==> src/rtl/io_sequencer_if.sv <==
// Core-side I/O request bus plus the board's confirm key, switches and display path.
interface io_sequencer_if;
  logic        Req;
  logic        Req_Dir;
  logic [31:0] Req_Data;
  logic        Confirm_Raw;
  logic [17:0] Switches;
  logic [31:0] Rsp_Data;
  logic [31:0] Out_Data;
  logic        Out_Valid;
  logic        Stall;
  logic        Done;
  logic [7:0]  Input_Count;

  modport master (
    output Req, Req_Dir, Req_Data, Confirm_Raw, Switches,
    input  Rsp_Data, Out_Data, Out_Valid, Stall, Done, Input_Count
  );
  modport slave (
    input  Req, Req_Dir, Req_Data, Confirm_Raw, Switches,
    output Rsp_Data, Out_Data, Out_Valid, Stall, Done, Input_Count
  );
endinterface

==> src/rtl/io_sequencer.sv <==
// Sequences one core I/O request at a time: switch reads gated by a debounced
// confirm press/release, display writes held for a minimum number of cycles.
module io_sequencer #(
  parameter int DEBOUNCE_CYCLES = 4,
  parameter int OUT_HOLD_CYCLES = 2
) (
  input  logic           Clock,
  input  logic           Reset,
  io_sequencer_if.slave  bus
);
  localparam int DW = $clog2(DEBOUNCE_CYCLES + 1);
  localparam int HW = $clog2(OUT_HOLD_CYCLES + 1);

  typedef enum logic [2:0] {
    IDLE, IN_WAIT_PRESS, IN_WAIT_RELEASE, OUT_HOLD, DONE
  } state_e;

  state_e          state_q;
  logic            sync1_q, sync2_q;
  logic            deb_q, deb_d;
  logic [DW-1:0]   deb_cnt_q, deb_cnt_d;
  logic [HW-1:0]   hold_q;
  logic [31:0]     rsp_q, out_q;
  logic            outv_q;
  logic [7:0]      cnt_q;
  logic            deb_flip, press, release_ev;

  // The level flips on the DEBOUNCE_CYCLES-th consecutive differing sample;
  // the press/release strobes line up with that same edge.
  assign deb_flip   = (sync2_q != deb_q) && (deb_cnt_q == DW'(DEBOUNCE_CYCLES - 1));
  assign press      = deb_flip &  deb_q;
  assign release_ev = deb_flip & ~deb_q;

  always_comb begin
    deb_d     = deb_q;
    deb_cnt_d = '0;
    if (deb_flip) deb_d = sync2_q;
    else if (sync2_q != deb_q) deb_cnt_d = deb_cnt_q + DW'(1);
  end

  always_ff @(posedge Clock) begin
    if (!Reset) begin
      state_q   <= IDLE;
      sync1_q   <= 1'b1;
      sync2_q   <= 1'b1;
      deb_q     <= 1'b1;
      deb_cnt_q <= '0;
      hold_q    <= '0;
      rsp_q     <= '0;
      out_q     <= '0;
      outv_q    <= 1'b0;
      cnt_q     <= '0;
    end else begin
      sync1_q   <= bus.Confirm_Raw;
      sync2_q   <= sync1_q;
      deb_q     <= deb_d;
      deb_cnt_q <= deb_cnt_d;
      outv_q    <= 1'b0;
      case (state_q)
        IDLE: begin
          if (bus.Req) begin
            if (bus.Req_Dir) begin
              state_q <= OUT_HOLD;
              hold_q  <= '0;
              out_q   <= bus.Req_Data;
              outv_q  <= 1'b1;
            end else begin
              state_q <= IN_WAIT_PRESS;
            end
          end
        end
        IN_WAIT_PRESS: begin
          if (press) begin
            rsp_q   <= {14'b0, bus.Switches};
            state_q <= IN_WAIT_RELEASE;
          end
        end
        IN_WAIT_RELEASE: begin
          if (release_ev) begin
            cnt_q   <= cnt_q + 8'd1;
            state_q <= DONE;
          end
        end
        OUT_HOLD: begin
          if (hold_q == HW'(OUT_HOLD_CYCLES - 1)) state_q <= DONE;
          else hold_q <= hold_q + HW'(1);
        end
        DONE:    state_q <= IDLE;
        default: state_q <= IDLE;
      endcase
    end
  end

  assign bus.Rsp_Data    = rsp_q;
  assign bus.Out_Data    = out_q;
  assign bus.Out_Valid   = outv_q;
  assign bus.Input_Count = cnt_q;
  assign bus.Done        = (state_q == DONE);
  assign bus.Stall       = (state_q != IDLE) && (state_q != DONE);
endmodule

==> src/flat_wrapper.sv <==
// flat-port wrapper written by rule: the top's interface ports become plain ports
module io_sequencer_flat 
#(
  parameter int DEBOUNCE_CYCLES = 4,
  parameter int OUT_HOLD_CYCLES = 2
)
  (Clock, Reset, bus_Req, bus_Req_Dir, bus_Req_Data, bus_Confirm_Raw, bus_Switches, bus_Rsp_Data, bus_Out_Data, bus_Out_Valid, bus_Stall, bus_Done, bus_Input_Count);
  io_sequencer_if bus_i ();
  input  logic Clock;
  input  logic Reset;
  input wire logic [$bits(bus_i.Req)-1:0] bus_Req;
  input wire logic [$bits(bus_i.Req_Dir)-1:0] bus_Req_Dir;
  input wire logic [$bits(bus_i.Req_Data)-1:0] bus_Req_Data;
  input wire logic [$bits(bus_i.Confirm_Raw)-1:0] bus_Confirm_Raw;
  input wire logic [$bits(bus_i.Switches)-1:0] bus_Switches;
  output wire logic [$bits(bus_i.Rsp_Data)-1:0] bus_Rsp_Data;
  output wire logic [$bits(bus_i.Out_Data)-1:0] bus_Out_Data;
  output wire logic [$bits(bus_i.Out_Valid)-1:0] bus_Out_Valid;
  output wire logic [$bits(bus_i.Stall)-1:0] bus_Stall;
  output wire logic [$bits(bus_i.Done)-1:0] bus_Done;
  output wire logic [$bits(bus_i.Input_Count)-1:0] bus_Input_Count;
  assign bus_i.Req = bus_Req;
  assign bus_i.Req_Dir = bus_Req_Dir;
  assign bus_i.Req_Data = bus_Req_Data;
  assign bus_i.Confirm_Raw = bus_Confirm_Raw;
  assign bus_i.Switches = bus_Switches;
  assign bus_Rsp_Data = bus_i.Rsp_Data;
  assign bus_Out_Data = bus_i.Out_Data;
  assign bus_Out_Valid = bus_i.Out_Valid;
  assign bus_Stall = bus_i.Stall;
  assign bus_Done = bus_i.Done;
  assign bus_Input_Count = bus_i.Input_Count;
  io_sequencer #(.DEBOUNCE_CYCLES(DEBOUNCE_CYCLES), .OUT_HOLD_CYCLES(OUT_HOLD_CYCLES)) u_core (.Clock(Clock), .Reset(Reset), .bus(bus_i));
endmodule
==> config.mk <==
export PLATFORM = sky130hd
export DESIGN_NAME = io_sequencer_flat
export DESIGN_NICKNAME = d
export VERILOG_FILES = /design/src/rtl/io_sequencer_if.sv /design/src/rtl/io_sequencer.sv /design/src/flat_wrapper.sv
export SDC_FILE = /design/constraint.sdc
export NUM_CORES = 1
export LEC_CHECK = 0
export CAP_MARGIN = 20
export CORE_ASPECT_RATIO = 1.2
export CORE_MARGIN = 4
export CORE_UTILIZATION = 45
export DETAILED_ROUTE_END_ITERATION = 8
export GPL_ROUTABILITY_DRIVEN = 0
export PLACE_DENSITY = 0.91
export SYNTH_ARGS = -nofsm -noshare
export SYNTH_HDL_FRONTEND = slang
export SYNTH_SLANG_ARGS = --single-unit
==> constraint.sdc <==
create_clock -name Clock -period 4.6 [get_ports Clock]
set_clock_uncertainty 0.2 [all_clocks]
set_input_delay 1.38 -clock Clock [delete_from_list [all_inputs] [get_ports Clock]]
set_output_delay 1.38 -clock Clock [all_outputs]
set_load 0.01 [all_outputs]
# == Word-level counts from Yosys, hierarchy flattened ==
# Index checks and enable logic that the tools add are counted.
# Widths: inputs -> output; s select.
# totals
regBits,70
out_inout_bits,75
input_bits,55
# op_classes
bitwise,5
muxes,11
n_eq_ne,14
n_addsub,3
reduce_logical,12
# op_table
operator,count
$mux 3,4
$pmux 3 s4,1
$eq 3x2->1 const B,3
$add 8x1->8 const B,1
$mux 2,4
$reduce_and 4->1,2
$ne 2x1->1 const B,3
$ne 2x2->1 const B,3
$reduce_and 3->1,2
$pmux 2 s2,1
$reduce_and 2->1,2
$add 3x1->3 const B,1
$eq 3x1->1 const B,1
$eq 3x3->1 const B,1
$logic_not 3->1,1
$ne 3x3->1 const B,1
$not 1->1,3
$reduce_bool 3->1,1
$reduce_or 3->1,1
$add 2x1->2 const B,1
$and 1x1->1,2
$eq 2x1->1 const B,1
$logic_and 1x1->1,2
$reduce_bool 2->1,1
2 further kinds,2

# == Longest topological paths before layout ==
# depth
depth_word,5
depth_mapped,7
depth_no_buf,5

# == Least setup slack after synthesis ==
# Ideal clock, no wire load.
# synth_timing
path_kind,reg-to-output
from,register u_core.state_q[1]
to,output port bus_Done
arrival_time_ps,1006
required_time_ps,3020
path_slack_ps,2014
path_stages_with_launch,4
path_cell_list,dfxtp_1 > clkbuf_1 > or2_2 > nor2_1
# synth_between
elab_chain_len,1
# synth_rtl
element,line,text
"start, declared",io_sequencer.sv:18,state_e state_q;
"start signal, assigned",io_sequencer.sv:43,state_q <= IDLE;
"start signal, assigned",io_sequencer.sv:63,state_q <= OUT_HOLD;
"start signal, assigned",io_sequencer.sv:68,state_q <= IN_WAIT_PRESS;
$eq 3x3->1,io_sequencer.sv:98,assign bus.Done = (state_q == DONE);
"end, declared",flat_wrapper.sv:20,output wire logic [$bits(bus_i.Done)-1:0] bus_Done;
# No other way between the ends.

# == Worst setup path after layout ==
# Same ends and word-level chain as after synthesis.

==> flow_summary.toml <==
[logic_synthesis]
yosysWarningCount = 0
post-synth-top-count-cell = "dfxtp_1"
synth_top_cell_area_share = 0.469
synth_flop_cell = "dfxtp_1"
synth_cells = 357
synth.top_cells.by_area = "dfxtp_1 (47%), a21oi_1 (9.4%), nand3_1 (9.2%)"
post_synth_instance_area_um2 = 2990
synth-seq-cells = 70
seq_area_frac_synth = 0.469
synth_cell_types = 41
synth-edff-count = 0
fraction_of_synthesis_flops_using_an_asynchronous_set_or_reset_pin = 0
netlist.top_cell.by_area = "dfxtp_1"
syn_avg_cell_area_um2 = 8.37
cell_types_with_the_highest_counts_after_synthesis = "dfxtp_1 (70), a21oi_1 (56), nand3_1 (55), o21ai_0 (47), clkbuf_1 (28)"

[global_routing]
grt_overflow_total = 0
maximum_number_of_pins_on_one_net_before_global_route_repair = 37
via_count_of_the_first_global_routing_pass = 2788
grt_util_all_layers = 0.203
initial_antenna_violation_count = 0
grt_pass1_wl_um = 12900

[floorplanning]
top_level_ports = 130
floorplan.initialDensity = 0.464
cell_rows = 32
die_x_um = 82.4
die_h_um = 97.3
floorplan.die_area_um2 = 8020
core_area_um2 = 6450

[finish]
fin_nets = 514
antenna_cells_inserted = 0
area_of_all_sequential_standard_cells_um2 = 1400
layout-area-overhead-vs-synth_pct = 44.5
multi_input_area_um2 = 1380
number_of_filler_cells_placed_in_the_layout = 520
drive_gt1_frac = 0.0543

[sta]
final_min_period_over_clock_period = 0.733
finalHoldViolCount = 0
slew_headroom = 0.323
rsz0062_at_grt = "no"
setup_viol_count_final = 0
fmax_mhz = 297
fin_hold_ws_ns = 0.231
timing.setup.tns_ns = 0
tightestPinTransition_ns = 1.02
period_minus_slack_ns = 3.37
finalMaxSlewViolations = 0

[placement]
count_of_port_buffers_added_during_placement = 115
total_half_perimeter_wirelength_after_legalization_and_detailed_placement_um = 5510

[clock_tree]
cts_tree = "done"
post-cts-setup-buffer-count = 0
quantity_of_hold_fixing_buffers_added_after_cts = 0
cts.root.buffer_cell = "clkbuf_8"
cts-resized-gates = 0
cts.clk_slew.worst_paths_ns = 0.07
clk_latency_ns = 0.33
clk_path_buf_depth = 2
tritoncts.num_buffers = 9
cts_max_level = 3
clock_sinks = 70

[drt]
post-route-drc-count = 0
drt_first_iter_violations = 225
vias_cell = 5.26
detail_route.wirelength_um = 7980
detailedRoute.firstPassIterationCount = 4
wire_per_inst_um = 14.6
vias = 2866
drtAntennaViolNets = 0

[worst_setup_path]
critical_path_arrival_ns = 1.79
critPathCaptureType = "output pin"
critical_path_class = "flop to output pin"
data_required_time_of_the_critical_path_ns = 3.02
critical_path.max_fanout = 14
critical_path.startpoint = "u_core.state_q[1]"
ff2ff_path_depth = 5
type_of_origin_of_the_critical_path = "flop"
r2r-start = "u_core.deb_cnt_q[0]"

[min_path]
hold_path.startpoint = "u_core.sync1_q"
min_path_type = "flop to flop"
hold-path-cell-count = 1

[run]
maxCapViolCount = 0

[power_and_ir_drop]
total_switching_power_mw = 0.451
pwr_density_cell_nw_per_um2 = 354
power.sequential.fraction = 0.441
p_comb_frac = 0.236
internal-power_mw = 1.08
vdd_ir_drop_max_v = 0.000293
cellLeakagePower_nw = 1.53
swShare = 0.295
power.share.clock = 0.323

[outcome]
result_of_the_run = "finished clean"
## cell usage in the layout (no fill, tap or decap), drive strengths merged, types with 2 or more instances in the layout
master         count
clkdlybuf4s50    115
dfxtp             70
a21oi             56
nand3             55
o21ai             53
conb              14
clkbuf            13
nand2b            11
inv                8
nand2              7
mux2i              7
nor2               7
buf                5
or3                4
ha                 4
and4b              2
o211ai             2
and4bb             2
nand4              2
or2                2
nor3               2
## critical path: stages, from the launching register on
cell	delay (ns)
dfxtp_1	0.45
or2_2	0.35
nor2_1	0.10
clkdlybuf4s50_1	0.55
## sequential cells by signal, indices dropped and copies added, names as in the netlist
name                    count
u_core.hold_q               2
u_core.bus.Out_Data        32
u_core.sync2_q              1
u_core.state_q              3
u_core.bus.Rsp_Data        18
u_core.deb_q                1
u_core.bus.Out_Valid        1
u_core.sync1_q              1
u_core.deb_cnt_q            3
u_core.bus.Input_Count      8
## power groups by stage
stage	combinational, mW	clock (mW)	sequential, mW
finish	0.361	0.493	0.674
global route	0.397	0.538	0.680
CTS	0.352	0.505	0.673
detailed placement	0.350	0	0.687
global placement	0.342	0	0.686
floorplan	0.219	0	0.680
## stage by stage
| step | power (mW) | instance area (µm²) | cells | worst slack [ns] | util |
|---|---|---|---|---|---|
| final | 1.53 | 4320 | 545 | 1.23 | 0.670 |
| after global routing | 1.61 | 4320 | 545 | 1.07 | 0.670 |
| after CTS | 1.53 | 4300 | 544 | 1.22 | 0.668 |
| after detailed placement | 1.04 | 4100 | 528 | 1.19 | 0.636 |
| after global placement | 1.03 | 4100 | 528 | 1.25 | 0.636 |
| after floorplan | 0.898 | 3040 | 370 | 2.01 | - |
## path summary, 6_finish.rpt
| check | end | slack [ns] |
|---|---|---|
| worst min register to register | u_core.sync2_q | 0.23 |
| worst max-delay path | bus_Done | 1.23 |
| worst min-delay path | u_core.sync2_q | 0.23 |
| worst max register to register | u_core.bus.Rsp_Data[9] | 2.33 |
## metal layers
metal  vias up  global-route usage  part of all wire
met5         -                   0                 0
met4         0              0.0818             0.012
met3        12              0.0547             0.066
met2        98               0.333              0.53
met1      1328               0.245              0.39
li1       1428                   -                 -
## cell type report
cell class	instances	area share
multi-input cells	246	0.320
clock inverters	3	0.00985
repair buffers	120	0.277
clock buffers	13	0.0368
flip-flops and latches	70	0.325
inverters	8	0.00695
well taps	85	0.0246
## kinds of logic (layout without fill, tap and decap cells)
logic type | Yosys count | count (layout) | synth area share
xor gates and xnor gates | 1 | 1 | 0.00293
buffers and inverters | 54 | 144 | 0.0871
and+or+nand+nor | 106 | 106 | 0.203
adders and majority gates | 4 | 4 | 0.0167
muxes | 7 | 7 | 0.0234
other | 1 | 14 | 0.00125
DFF | 70 | 70 | 0.469
AOI/OAI and AO/OA | 114 | 114 | 0.197
No activity file was read; power rests on OpenSTA's default activity.
